`src/rtl/lsu_mem_sequencer.sv`:
```
// lsu_mem_sequencer: one-at-a-time load/store sequencer between EX and a
// 64-bit data memory port. Builds aligned address, byte enables and lane-
// shifted store data, registers load responses for the load formatter,
// stalls the pipeline while busy and flags misalign / response timeouts.
//   clk, rst                 clock, async active-high reset
//   req_*                    EX-stage request (valid/ready)
//   mem_req_*, mem_*         memory request channel
//   mem_rsp_*                memory load response
//   rd_*                     captured fields for the load formatter
//   lsu_stall, misalign, timeout_err, done   status
module lsu_mem_sequencer #(
  parameter int TIMEOUT_CYCLES = 256
) (
  input  logic        clk,
  input  logic        rst,
  input  logic        req_valid,
  output logic        req_ready,
  input  logic [63:0] req_addr,
  input  logic [2:0]  req_f3,
  input  logic        req_we,
  input  logic [63:0] req_wdata,
  output logic        mem_req_valid,
  input  logic        mem_req_ready,
  output logic [63:0] mem_addr,
  output logic        mem_we,
  output logic [7:0]  mem_be,
  output logic [63:0] mem_wdata,
  input  logic        mem_rsp_valid,
  input  logic [63:0] mem_rsp_data,
  output logic [63:0] rd_mem_data,
  output logic [7:0]  rd_be_mask,
  output logic [2:0]  rd_f3,
  output logic        rd_is_load_64,
  output logic        rd_valid_in,
  output logic        lsu_stall,
  output logic        misalign,
  output logic        timeout_err,
  output logic        done
);

  localparam int CW = $clog2(TIMEOUT_CYCLES);
  localparam logic [CW-1:0] CNT_LAST = CW'(TIMEOUT_CYCLES - 1);

  typedef enum logic [1:0] {
    IDLE,
    ISSUE,
    WAIT_RSP,
    COMPLETE
  } state_t;

  state_t state, state_d;

  logic [63:0]   addr_q;
  logic [2:0]    f3_q;
  logic          we_q;
  logic [63:0]   wdata_q;
  logic [7:0]    be_q;
  logic [CW-1:0] cnt;

  logic [2:0] a_lo;
  logic       mis;
  logic [7:0] be_c;
  logic       accept;
  logic       timeout_hit;
  logic       rsp_take;

  assign a_lo   = req_addr[2:0];
  assign accept = req_valid & req_ready;

  // f3==111 is illegal and is rejected through the misalign path.
  always_comb begin
    mis  = 1'b0;
    be_c = 8'h00;
    unique case (1'b1)
      (req_f3 == 3'b111): begin
        mis = 1'b1;
      end
      (req_f3 == 3'b011): begin
        mis  = |a_lo;
        be_c = 8'hFF;
      end
      (req_f3[1:0] == 2'b00): begin
        be_c = 8'h01 << a_lo;
      end
      (req_f3[1:0] == 2'b01): begin
        mis  = a_lo[0];
        be_c = 8'h03 << a_lo;
      end
      (req_f3[1:0] == 2'b10): begin
        mis  = |a_lo[1:0];
        be_c = 8'h0F << a_lo;
      end
    endcase
  end

  always_ff @(posedge clk or posedge rst) begin
    if (rst) state <= IDLE;
    else     state <= state_d;
  end

  // A response in the last counted cycle takes priority over timeout.
  always_comb begin
    state_d     = state;
    timeout_hit = 1'b0;
    rsp_take    = 1'b0;
    unique case (state)
      IDLE: begin
        if (accept && !mis) state_d = ISSUE;
      end
      ISSUE: begin
        if (mem_req_ready) state_d = we_q ? COMPLETE : WAIT_RSP;
      end
      WAIT_RSP: begin
        if (mem_rsp_valid) begin
          rsp_take = 1'b1;
          state_d  = COMPLETE;
        end else if (cnt == CNT_LAST) begin
          timeout_hit = 1'b1;
          state_d     = IDLE;
        end
      end
      COMPLETE: begin
        state_d = IDLE;
      end
      default: state_d = IDLE;
    endcase
  end

  always_ff @(posedge clk or posedge rst) begin
    if (rst) begin
      addr_q      <= '0;
      f3_q        <= '0;
      we_q        <= 1'b0;
      wdata_q     <= '0;
      be_q        <= '0;
      cnt         <= '0;
      rd_mem_data <= '0;
      misalign    <= 1'b0;
      timeout_err <= 1'b0;
    end else begin
      misalign    <= accept & mis;
      timeout_err <= timeout_hit;
      if (accept) begin
        addr_q  <= {req_addr[63:3], 3'b000};
        f3_q    <= req_f3;
        we_q    <= req_we;
        wdata_q <= req_wdata << {a_lo, 3'b000};
        be_q    <= be_c;
      end
      if (state == WAIT_RSP) cnt <= cnt + CW'(1);
      else                   cnt <= '0;
      if (rsp_take) rd_mem_data <= mem_rsp_data;
    end
  end

  assign req_ready     = (state == IDLE);
  assign mem_req_valid = (state == ISSUE);
  assign mem_addr      = addr_q;
  assign mem_we        = we_q & mem_req_valid;
  assign mem_be        = be_q;
  assign mem_wdata     = wdata_q;
  assign rd_be_mask    = be_q;
  assign rd_f3         = f3_q;
  assign rd_is_load_64 = (f3_q == 3'b011);
  assign done          = (state == COMPLETE);
  assign rd_valid_in   = done & ~we_q;
  assign lsu_stall     = (state != IDLE) | (accept & ~mis);

endmodule

```
`config.mk`:
```
export PLATFORM = sky130hd
export DESIGN_NAME = lsu_mem_sequencer
export DESIGN_NICKNAME = d
export VERILOG_FILES = /design/src/rtl/lsu_mem_sequencer.sv
export SDC_FILE = /design/constraint.sdc
export NUM_CORES = 1
export LEC_CHECK = 0
export ABC_AREA = 1
export CAP_MARGIN = 20
export CORE_ASPECT_RATIO = 0.6
export CORE_MARGIN = 4
export CORE_UTILIZATION = 46
export CTS_CLUSTER_SIZE = 20
export DETAILED_ROUTE_END_ITERATION = 16
export PLACE_DENSITY = 0.86
export SETUP_SLACK_MARGIN = 0.2
export SLEW_MARGIN = 20
export SYNTH_ARGS = -nofsm -noshare
export SYNTH_HDL_FRONTEND = slang
export SYNTH_SLANG_ARGS = --single-unit
```
`constraint.sdc`:
```
create_clock -name clk -period 10.1 [get_ports clk]
set_input_delay 1.01 -clock clk [delete_from_list [all_inputs] [get_ports clk]]
set_output_delay 1.01 -clock clk [all_outputs]
set_load 0.01 [all_outputs]
```
==> key figures, run 1 <==
Floorplanning
  • Initial core utilization: 47.8%
  • Die ar.: between 0.02 and 0.025 sq mm
  • I/O Pins: 421
  • Die X: 196 um
  • Die Ht: 121 um
  • Core Footprint: 0.0204 sq mm
  • Number of cell rows: 40

Global route
  • Vias in the first global route: 9132
  • Pin count of the biggest net entering global routing: 135
  • Antenna violations before repair: 1
  • GRT Total Usage: between 20% and 30%
  • Gr ovfl total: 0
  • First-pass GRT wire length: about 54000 um

Logic synthesis
  • Post-synth cell types: 39
  • Dominant cell type by area after synthesis: dfrtp_1
  • Post-synth top area share: 54.7%
  • Syn avg cell area: 9.34 sq um
  • Cell area after synthesis: 0.00974 sq mm
  • Area contributors post-synth: dfrtp_1 (55%), nand2_1 (14%), mux2_4 (5.9%)
  • Register area share after synthesis: a little over half
  • Post-Syn Instances: 1042
  • Synthesis-stage register bit count: around 210
  • Number of warnings issued by yosys: 0

Run
  • Max-cap violations: 0

Clocking
  • CTS Buf Count: 21
  • Post_cts resized: 0
  • Clk root buf: clkbuf_16
  • Clk Latency, worst-skew pair: 0.49 ns
  • CTS tree: built
  • CTS clk-pin slew, worst paths: roughly 0.06 ns
  • Post CTS Setup Buffer Count: 0
  • Hold_buf cts: 0
  • CTS sink cnt: 213
  • Clock Tree Buf Depth: 3
  • Htree depth: 1

Timing
  • Minimum clock period: between 4 and 5 ns
  • Setup TNS: 0 ns
  • Crit share post-route: 41.3%
  • Max-slew headroom: about 28%
  • Layout Skew: 0.00810 ns
  • Max Clk Rate: approximately 0.24 GHz
  • Worst-Margin Slew: 1.07 ns
  • Setup-failing EPs final: 0
  • Slew Viols, Final: 0
  • Final Hold Vio Count: 0
  • RSZ-0062 raised after global routing: false

Pwr
  • Max IR drop VDD: 0.179 mV
  • Static leakage: around 6.7 nW
  • Power per cell area: 286 mW/mm^2

Drt
  • Wire per inst: around 21 um
  • Final WL: 35500 um
  • Vias per cell: 5.29
  • DRT iter0 DRCs: about 940
  • DR vias: 9026
  • # DRC: 0
  • Drt pass-1 iters: 6
  • Detail Route Antenna Nets: 0

Layout
  • Final nets: approximately 1600
  • Non-Filler Instances: 1707
  • Share of cells above drive strength 1: ~8%
  • Area growth, synth to finish: 49.9%

Setup path
  • Slowest Stage Delay on Critical Path: a little under 0.6 ns
  • Crit end category: output port
  • CP max FO: 48
  • Critical path origin: req_addr[1]
  • Worst setup SP type: input pin
  • Crit path top cell by count: nand2_1
  • Arrival time worst endpoint: between 3 and 4 ns
  • CP Cell Sequence: clkdlybuf4s50_1 > buf_4 > nor2_2 > buf_4 > nand3_1 > nand2_1 > nand2_1 > nand2_1 > nand2_1 > nand2_1 > clkdlybuf4s50_1
  • Critical Path RT: 9.09 ns
  • Slowest CP cell: clkdlybuf4s50_1
  • Setup Crit Path Kind: in2out
  • Critical R2R Launch: state[1]

Min path
  • Hold path start: cnt[7]
  • HP Class: reg2reg

Placement
  • Dpl hpwl: 26200 um
  • Placed cells: 1673
  • Port bufs: 417
  • GPL Wtd Cong: a little over 1

Run status
  • Status: complete, no violations
==> cell usage after synthesis (all sizes together) <==
library cell,instances
nand2,374
dfrtp,213
o21ai,71
mux2,64
buf,51
nor2,51
inv,44
a21oi,43
nand3,27
o22ai,18
clkbuf,15
or2,15
o211ai,14
a22o,12
ha,6
nand3b,5
a31oi,4
a32o,4
and2,4
nor3,2
a32oi,1
clkinv,1
conb,1
mux2i,1
nand4,1
==> power breakdown <==
part / total (mW) / leakage, nW / switching, mW / internal, mW
clock: 0.757 / 0.318 / 0.317 / 0.440
sequential: 1.49 / 2.65 / 0.255 / 1.24
combinational: 1.93 / 3.77 / 0.864 / 1.07
==> worst max-delay path: cells and delay by family <==
| family | cells | cell delay [ns] |
|---|---|---|
| buffers and inverters | 4 | 1.55 |
| AND/OR/NAND/NOR | 7 | 0.61 |
==> sequential cells by signal, summed over array words and instances (netlist names) <==
name	cells
mem_be	8
state	2
we_q	1
rd_mem_data	64
misalign	1
timeout_err	1
rd_f3	3
mem_wdata	64
cnt	8
mem_addr	61
==> worst paths after layout <==
kind,endpoint,slack [ns],cells after the start
hold / removal,cnt[7],0.47,1
min in group asynchronous,mem_addr[34],1.12,2
setup reg to reg,mem_wdata[45],7.36,7
hold reg to reg,cnt[7],0.47,1
max in group asynchronous,mem_addr[62],7.70,3
setup / recovery,lsu_stall,5.93,11
==> area by class of cell <==
| class | count | area [sq um] |
|---|---|---|
| Sequential cell | 213 | 5330 |
| Tap cell | 273 | 342 |
| Inverter | 45 | 179 |
| Timing Repair Buffer | 423 | 4230 |
| Multi-Input combinational cell | 720 | 3860 |
| Clock inverter | 2 | 35.0 |
| Antenna cell | 1 | 2.50 |
| Clock buffer | 30 | 609 |
| Fill cell | 1460 | 5780 |
==> per-stage QoR <==
step	util [%]	hold slack (ns)	instance area (sq um)	power [mW]	worst slack, ns
2_1_floorplan	-	0.433	9740	2.30	3.27
3_3_place_gp	68.3	0.446	13900	3.36	5.94
3_5_place_dp	68.3	0.461	13900	3.42	5.94
4_1_cts	71.5	0.469	14600	4.21	5.95
5_1_grt	71.6	0.496	14600	4.41	5.78
6_report	71.6	0.468	14600	4.18	5.93
==> cell usage in the layout, fill, tap and decap left out, drive strengths merged <==
cell	n
clkbuf	30
conb	3
buf	7
nor2	51
mux2	64
a32oi	1
and2	4
nand2	374
ha	6
o22ai	18
or2	15
mux2i	1
nand3	27
nand3b	5
a31oi	4
diode	1
a32o	4
clkdlybuf4s50	416
nor3	2
inv	44
a21oi	43
o21ai	71
clkinv	2
dfrtp	213
o211ai	14
nand4	1
bufinv	1
a22o	12
==> cell families (layout without fill, tap and decap cells) <==
family / after synthesis / count (layout) / share of synthesized area (%)
AOI/OAI and AO/OA: 167 / 167 / 9.93
buffers and inverters: 111 / 500 / 5.68
muxes: 65 / 65 / 8.97
DFF: 213 / 213 / 54.7
other: 1 / 4 / 0.0385
and+or+nand+nor: 479 / 479 / 19.9
adders and majority gates: 6 / 6 / 0.771
==> layer usage <==
metal | vias to the layer above | part of all wire (%) | global-route usage, %
met5 | - | 0 | 0
met4 | 0 | 2.9 | 7.32
met3 | 75 | 12 | 10.9
met2 | 500 | 46 | 45.6
met1 | 4297 | 39 | 37.9
li1 | 4154 | - | -
Power figures use the tool's default switching activity.
==> run 2, diff against run 1 <==
--- a/config.mk
+++ b/config.mk
@@ -9,10 +9,10 @@
 export CAP_MARGIN = 20
 export CORE_ASPECT_RATIO = 0.6
 export CORE_MARGIN = 4
-export CORE_UTILIZATION = 46
+export CORE_UTILIZATION = 43
 export CTS_CLUSTER_SIZE = 20
 export DETAILED_ROUTE_END_ITERATION = 16
-export PLACE_DENSITY = 0.86
+export PLACE_DENSITY = 0.81
 export SETUP_SLACK_MARGIN = 0.2
 export SLEW_MARGIN = 20
 export SYNTH_ARGS = -nofsm -noshare
==> constraint.sdc (replaced) <==
create_clock -name clk -period 4.3 [get_ports clk]
set_input_delay 0.43 -clock clk [delete_from_list [all_inputs] [get_ports clk]]
set_output_delay 0.43 -clock clk [all_outputs]
set_load 0.01 [all_outputs]
==> run 2 against run 1 <==
Against the previous run:
- critical path depth unchanged
- hold slack got worse by 0.055 ns
- via count decreased by 0.42%
- routed wire length decreased by 0.89%
- critical path type unchanged
- clock skew increased by 0.0045 ns
==> key figures, run 2 (synthesis results as in run 1) <==
Drt
  • Vias per cell: 5.13
  • Final WL: 35200 um
  • DRT iter0 DRCs: 783
  • Wire per inst: 20.1 um
  • Drt pass-1 iters: 5
  • Detail Route Antenna Nets: 0
  • DR vias: ~9000
  • # DRC: 0

Clocking
  • Post CTS Setup Buffer Count: 0
  • CTS clk-pin slew, worst paths: approximately 0.07 ns
  • Htree depth: 1
  • CTS Buf Count: 21
  • Clock Tree Buf Depth: 3
  • CTS tree: built
  • Clk Latency, worst-skew pair: 0.51 ns
  • Hold_buf cts: 0
  • Clk root buf: clkbuf_16
  • CTS sink cnt: 213
  • Post_cts resized: 0

Layout
  • Multi-input gate area: 0.00387 sq mm
  • Area growth, synth to finish: 51.3%
  • Most frequent cells in the layout: clkdlybuf4s50_1 (416), nand2_1 (371), dfrtp_1 (213)
  • Share of cells above drive strength 1: between 8 and 9%
  • Fillers: approximately 1800
  • N_diodes: 0
  • Most common cell after layout, fill and taps aside: clkdlybuf4s50_1
  • Register Area: 0.00533 sq mm
  • Final nets: 1637

Setup path
  • CP Cell Sequence: clkdlybuf4s50_1 > inv_1 > ha_1 > inv_1 > nor2_1 > nor2_1 > nand2_1 > nand2_1 > nand2_1 > nand2_1 > clkdlybuf4s50_1
  • Worst setup SP type: input pin
  • CP max FO: 4
  • Setup Crit Path Kind: in2out
  • Critical Path RT: 3.87 ns
  • Slowest Stage Delay on Critical Path: 0.57 ns
  • Crit path top cell by count: nand2_1
  • Arrival time worst endpoint: 2.47 ns
  • Slowest CP cell: clkdlybuf4s50_1
  • Crit end category: output port

Floorplanning
  • I/O Pins: 421
  • Die X: 202 um
  • Number of cell rows: 42
  • Die Ht: roughly 120 um
  • Die ar.: around 0.025 sq mm
  • Core Footprint: 0.0221 sq mm
  • Initial core utilization: roughly 44%

Timing
  • RSZ-0062 raised after global routing: false
  • Final Hold Vio Count: 0
  • Layout Skew: roughly 0.013 ns
  • Slew Viols, Final: 0
  • Setup TNS: 0 ns
  • Max-slew headroom: between 30% and 40%
  • Worst hold-check slack: 0.413 ns
  • Setup-failing EPs final: 0
  • Worst-Margin Slew: between 0.9 and 1 ns
  • Crit share post-route: 67.5%
  • Max Clk Rate: 0.345 GHz
  • Minimum clock period: about 2.9 ns

Placement
  • GPL Wtd Cong: 1.06
  • Port bufs: roughly 420
  • Dpl hpwl: ~26000 um

Pwr
  • Seq pwr share: between 30% and 40%
  • Sw power: about 3.4 mW
  • Static leakage: just under 7 nW
  • Internal: 6.45 mW
  • Comb pwr share: 46.0%
  • Sw Share: 34.4%
  • Clock share of power: between 10% and 20%
  • Max IR drop VDD: 0.445 mV
  • Power per cell area: roughly 670 mW/mm^2

Global route
  • Pin count of the biggest net entering global routing: 80
  • Antenna violations before repair: 0
  • GRT Total Usage: a little over a quarter
  • First-pass GRT wire length: 53700 um
  • Vias in the first global route: 8939
  • Gr ovfl total: 0

Run
  • Max-cap violations: 0

Min path
  • HP Class: in2reg

Run status
  • Status: complete, no violations
[run 2: final timing paths]
check                      slack (ns)         endpoint   startpoint  depth (start not counted)
max                              1.40        lsu_stall    req_f3[0]                         11
min                              0.41        mem_be[4]  req_addr[0]                          4
max reg2reg                      2.00    mem_wdata[51]     state[1]                          7
min reg2reg                      0.46           cnt[7]       cnt[7]                          1
max in group asynchronous        2.94    mem_wdata[30]          rst                          3
min in group asynchronous        0.49  rd_mem_data[61]          rst                          2
[run 2: power groups by stage]
stage	Sequential, mW	Clock (mW)	Combinational [mW]
6_report	3.48	1.83	4.52
5_1_grt	3.59	1.96	4.84
4_1_cts	3.48	1.88	4.56
3_5_place_dp	3.48	0	4.54
3_3_place_gp	3.45	0	4.47
2_1_floorplan	3.81	0	1.58
[run 2: worst max-delay path: cells and delay by family]
family / cells / cell delay (ns)
AND/OR/NAND/NOR: 6 / 0.47
buffers and inverters: 4 / 1.32
adder cells (fa/ha/maj): 1 / 0.24
[run 2: stage by stage]
step	instances	cell area, sq um	utilization (%)	setup slack, ns	total power, mW
4_1_cts	1752	14700	66.5	1.40	9.92
2_1_floorplan	1044	9750	-	1.10	5.40
3_3_place_gp	1715	14100	63.5	1.43	7.92
3_5_place_dp	1715	14100	63.5	1.40	8.02
6_report	1752	14700	66.6	1.40	9.83
5_1_grt	1752	14700	66.6	1.24	10.4
[run 2: layout make-up]
cell class	instances	share of cell area (%)
clock inverter	8	0.510
tap	308	2.62
multi-input combinational	720	26.3
timing repair buffer	429	29.2
inverter	45	1.19
clock buffer	29	4.04
sequential	213	36.2
[run 2: layer usage]
metal	GRT usage, %	wire, um	vias to the layer above
met1	38.1	14900	4322
met2	41.0	15800	449
met5	0	0	-
li1	-	-	4166
met4	5.50	781	0
met3	9.52	3750	51
==> variant 1: new RTL, settings of run 2 <==
Re-encode `state_t` (4 states) as one-hot, 4 bits wide.
--- a/src/rtl/lsu_mem_sequencer.sv
+++ b/src/rtl/lsu_mem_sequencer.sv
@@ -41,11 +41,11 @@
   localparam int CW = $clog2(TIMEOUT_CYCLES);
   localparam logic [CW-1:0] CNT_LAST = CW'(TIMEOUT_CYCLES - 1);
 
-  typedef enum logic [1:0] {
-    IDLE,
-    ISSUE,
-    WAIT_RSP,
-    COMPLETE
+  typedef enum logic [3:0] {
+    IDLE     = 4'b0001,
+    ISSUE    = 4'b0010,
+    WAIT_RSP = 4'b0100,
+    COMPLETE = 4'b1000
   } state_t;
 
   state_t state, state_d;
Formal check against the unedited RTL: no difference found for any inputs over 4 cycles, from zero or initial values and one cycle with rst high; so few cycles prove little.
==> variant 1 against run 2 <==
  * Sequential cell count is 2 higher
  * Non-clock buffer count rose by 4
  * Critical path depth unchanged
  * Cell area is 2.0% higher
  * Cell count up 4.2%
  * Core utilization grew 0.38 points
  * Synthesized cell count increased by 7.3%
  * Area after synthesis up 2.7%
  * Global-route usage increased by 0.092 points
  * Worst setup slack gained 0.089 ns
  * Wire length up 2.5%
  * Total power decreased by 5.7%
  * Critical path type unchanged
  * Largest cell class unchanged
==> variant 1: results (changes against run 2) <==
Run status: finished clean (unchanged)
First-pass iteration count of the detailed router: 6 (was 5)
Drt initial violations: 840 (was 783)
DPL Wire Length: 27060 µm (was 26370 µm)
Wire length of the first global-routing pass: 55080 µm (was 53720 µm)
Final RePlAce weighted congestion: 0.9355 (was 1.063)
Gate Count Post-Synth: 1118 (was 1042)
Compound-cell area share of the yosys netlist: 8.623% (was 9.934%)
Post-synthesis cell type count: 35 (was 39)
Post-Place Setup Slack: 1.496 ns (was 1.396 ns)
LEAKAGE: 7.209 nW (was 6.776 nW)
Commonest cells in the synthesized netlist: sky130_fd_sc_hd__nand2_1 (380), sky130_fd_sc_hd__dfrtp_1 (214), sky130_fd_sc_hd__inv_1 (75) (was sky130_fd_sc_hd__nand2_1 (371), sky130_fd_sc_hd__dfrtp_1 (213), sky130_fd_sc_hd__o21ai_0 (60))
Share of synthesized area occupied by flip-flops and latches: 53.83% (was 54.75%)
Internal reg-to-reg setup slack: 1.98 ns (was 2.00 ns)
Worst Reg-to-Reg Cells: 6 (was 7)
Met1 capacity usage during global routing: 38.10% (was 38.14%)
Number of global-route vias before repair: 9424 (was 8939)
Data arrival time of the worst path: 2.38 ns (was 2.47 ns)
Clock buffers created by TritonCTS: 22 (was 21)
Total sequential power: 0.00330 W (was 0.00348 W)
CP max FO: 6 (was 4)
Fin Clk Skew: 0.01551 ns (was 0.01264 ns)
Overall power consumption: 0.009273 W (was 0.009835 W)
Power spent charging and discharging nets: 0.003246 W (was 0.003388 W)
Tot GR Track Use: 27.20% (was 27.10%)
WL/cell: 19.79 µm (was 20.11 µm)
Combinational fraction of design power: 43.0% (was 46.0%)
Worst-case hold slack: 0.4458 ns (was 0.4134 ns)
Area contributors post-synth: sky130_fd_sc_hd__dfrtp_1 (54%), sky130_fd_sc_hd__nand2_1 (14%), sky130_fd_sc_hd__mux2_2 (7.2%), sky130_fd_sc_hd__o21ai_0 (2.9%), sky130_fd_sc_hd__inv_1 (2.8%) (was sky130_fd_sc_hd__dfrtp_1 (55%), sky130_fd_sc_hd__nand2_1 (14%), sky130_fd_sc_hd__mux2_4 (5.9%), sky130_fd_sc_hd__o21ai_0 (3.1%), sky130_fd_sc_hd__mux2_2 (3.0%))
Ratio of cells with drive above 1 in the final layout: 8.570% (was 8.934%)
Multiplexer share of the synthesized area: 9.212% (was 8.971%)
Non-filler instance count after layout: 1825 (was 1752)
Via-to-Cell Ratio: 5.125 (was 5.130)
[variant 1: cell count changes in the layout (fill, tap and decap cells not counted), sizes merged, moves of 6 or more]
| cell | change |
|---|---|
| o31ai | +7 |
| a2bb2oi | +10 |
| or2 | -14 |
| a22o | -12 |
| nor2 | +10 |
| inv | +34 |
| o21a | +6 |
| nand3 | +23 |
| o211ai | -13 |
| mux2i | +19 |
| nand2 | +7 |
| o21ai | -8 |
[variant 1: tightest hold or removal path: stages]
cell and delay, ns:
sky130_fd_sc_hd__buf_2 0.10, sky130_fd_sc_hd__nor2_1 0.05, sky130_fd_sc_hd__buf_4 0.18, sky130_fd_sc_hd__nand3_1 0.08, sky130_fd_sc_hd__a2bb2oi_1 0.07
[variant 1: routing by layer]
layer / vias up / wire length (µm) / part of all wire, %
met5: - / 7 / 0.019
met4: 2 / 876 / 2.4
met3: 58 / 4050 / 11
met2: 452 / 16200 / 45
met1: 4466 / 14990 / 41
li1: 4375 / - / -
[variant 1: area by class of cell]
class | count | area, µm²
fillers | 1753 | 7412
clock buffers | 30 | 641.9
clock inverters | 9 | 106.4
repair buffers | 433 | 4309
inverters | 78 | 301.5
well taps | 308 | 385.4
multi-input cells | 752 | 3901
flip-flops and latches | 215 | 5381
[variant 1: cells by family after synthesis]
family          Yosys count
compound gates          151
flops                   215
buf+inv                 153
other cells               1
mux                      84
simple gates            507
fa+ha+maj                 7
[variant 1: how the worst max path moves through the flow]
stage                         start   endpoint  slack, ns  cells after the start
final                     req_f3[1]  lsu_stall       1.49                     11
after CTS                 req_f3[1]  lsu_stall       1.49                     11
after detailed placement  req_f3[0]  lsu_stall       1.50                     11
after global routing      req_f3[0]  lsu_stall       1.36                     11
after floorplan                 rst     cnt[0]       1.07                      1
after global placement    req_f3[0]  lsu_stall       1.55                     11
==> variant 2: new RTL, settings of run 2 <==
Without the edit above. Set the parameter `TIMEOUT_CYCLES` to 128 (it was 256).
--- a/src/rtl/lsu_mem_sequencer.sv
+++ b/src/rtl/lsu_mem_sequencer.sv
@@ -9,7 +9,7 @@
 //   rd_*                     captured fields for the load formatter
 //   lsu_stall, misalign, timeout_err, done   status
 module lsu_mem_sequencer #(
-  parameter int TIMEOUT_CYCLES = 256
+  parameter int TIMEOUT_CYCLES = 128
 ) (
   input  logic        clk,
   input  logic        rst,
Check against the original RTL: no difference found for any inputs over 4 cycles, from zero or initial values and one cycle with rst high; that may be too few to reach the edited logic, so the function may still have changed.
==> variant 2 against run 2 <==
  * Sequential cell count is 1 lower
  * Cell area is 0.28% lower
  * Non-clock buffer count is 1 lower
  * Worst setup slack better by 0.080 ns
  * Register-to-register slack worse by 0.22 ns
  * Total power is 0.14% lower
  * Critical path depth stayed put
  * Wire length is 4.5% lower
  * Area after synthesis is 0.37% higher
  * Critical endpoint unchanged
==> variant 2: results (changes against run 2) <==
Max layer used: met5 (was met4)
Largest stage delay on the critical path: 0.64 ns (was 0.57 ns)
Wire length on met1: 14370 µm (was 14920 µm)
Share of synthesized cell area in full adder, half adder and majority cells: 0.8963% (was 0.7711%)
Fillcell total: 1783 (was 1755)
HP Class: primary input to flop (unchanged)
Area contributors post-synth: sky130_fd_sc_hd__dfrtp_1 (54%), sky130_fd_sc_hd__nand2_1 (15%), sky130_fd_sc_hd__mux2_4 (5.8%), sky130_fd_sc_hd__nand3_1 (3.0%), sky130_fd_sc_hd__mux2_2 (3.0%) (was sky130_fd_sc_hd__dfrtp_1 (55%), sky130_fd_sc_hd__nand2_1 (14%), sky130_fd_sc_hd__mux2_4 (5.9%), sky130_fd_sc_hd__o21ai_0 (3.1%), sky130_fd_sc_hd__mux2_2 (3.0%))
Fin Clk Skew: 0.01214 ns (was 0.01264 ns)
Vias: 8826 (was 8988)
Total met2 wirelength after detailed routing: 15450 µm (was 15780 µm)
Clock power frac: 18.3% (was 18.6%)
Met2 usage: 40.49% (was 41.01%)
Internal reg-to-reg setup slack: 1.78 ns (was 2.00 ns)
Maximum number of pins on one net before global-route repair: 88 (was 80)
Worst-case hold path end point: mem_be[0] (was mem_be[4])
Layout Nets: 1625 (was 1637)
Drt initial violations: 718 (was 783)
Multiplexer share of the synthesized area: 10.47% (was 8.971%)
Tot GR Track Use: 25.61% (was 27.10%)
Worst vdd ir: 395.3 µV (was 445.5 µV)
Hold path start: req_addr[1] (was req_addr[0])
Met3 Use GR: 7.364% (was 9.524%)
Final RePlAce weighted congestion: 0.9554 (was 1.063)
Antenna violations before repair: 1 (was 0)
CP max FO: 5 (was 4)
Length of routed met3 wiring: 3021 µm (was 3747 µm)
Number of global-route vias before repair: 8916 (was 8939)
Clock buffers created by TritonCTS: 22 (was 21)
Slew Limit Headroom: 25.51% (was 36.02%)
Compound-cell area share of the yosys netlist: 7.554% (was 9.934%)
LEAKAGE: 6.839 nW (was 6.776 nW)
Data arrival time of the worst path: 2.39 ns (was 2.47 ns)
Run status: finished clean (unchanged)
Post-synthesis cell type count: 34 (was 39)
Endpoint of the worst-slack reg-to-reg timing path: mem_wdata[6] (was mem_wdata[51])
Ratio of cells with drive above 1 in the final layout: 8.957% (was 8.934%)
First-pass iteration count of the detailed router: 8 (was 5)
Met1 capacity usage during global routing: 35.34% (was 38.14%)
Share of synthesized area occupied by flip-flops and latches: 54.29% (was 54.75%)
-- variant 2: cell types whose count changed in the layout (fill, tap and decap cells not counted), moves of 5 or more --
| cell | change |
|---|---|
| sky130_fd_sc_hd__or2_1 | -5 |
| sky130_fd_sc_hd__nand3_1 | +32 |
| sky130_fd_sc_hd__mux2i_1 | +15 |
| sky130_fd_sc_hd__o211ai_1 | +7 |
| sky130_fd_sc_hd__nor2_1 | -18 |
| sky130_fd_sc_hd__o22ai_1 | -10 |
| sky130_fd_sc_hd__a21oi_1 | -29 |
| sky130_fd_sc_hd__a22oi_1 | +12 |
| sky130_fd_sc_hd__o21ai_1 | -11 |
| sky130_fd_sc_hd__o21ai_0 | -10 |
| sky130_fd_sc_hd__nand2_1 | +23 |
| sky130_fd_sc_hd__or2_2 | +5 |
-- variant 2: layout make-up --
type / count / area [µm²] / share of cell area (%)
Sequential cell: 212 / 5305 / 36.11
Timing Repair Buffer: 428 / 4272 / 29.08
Multi-Input combinational cell: 714 / 3908 / 26.60
Clock buffer: 32 / 649.4 / 4.420
Tap cell: 308 / 385.4 / 2.623
Inverter: 39 / 151.4 / 1.031
Clock inverter: 4 / 20.02 / 0.1363
-- variant 2: metrics by stage --
| step | total power, W | area [µm²] | setup WS (ns) | cells | hold WS (ns) |
|---|---|---|---|---|---|
| final | 0.009821 | 14690 | 1.479 | 1737 | 0.4314 |
| after global routing | 0.01036 | 14690 | 1.319 | 1737 | 0.4344 |
| after CTS | 0.009894 | 14690 | 1.503 | 1737 | 0.4004 |
| after detailed placement | 0.008041 | 14020 | 1.489 | 1701 | 0.4636 |
| after global placement | 0.007922 | 14020 | 1.543 | 1701 | 0.4605 |
| after floorplan | 0.005410 | 9783 | 1.114 | 1036 | 0.4518 |
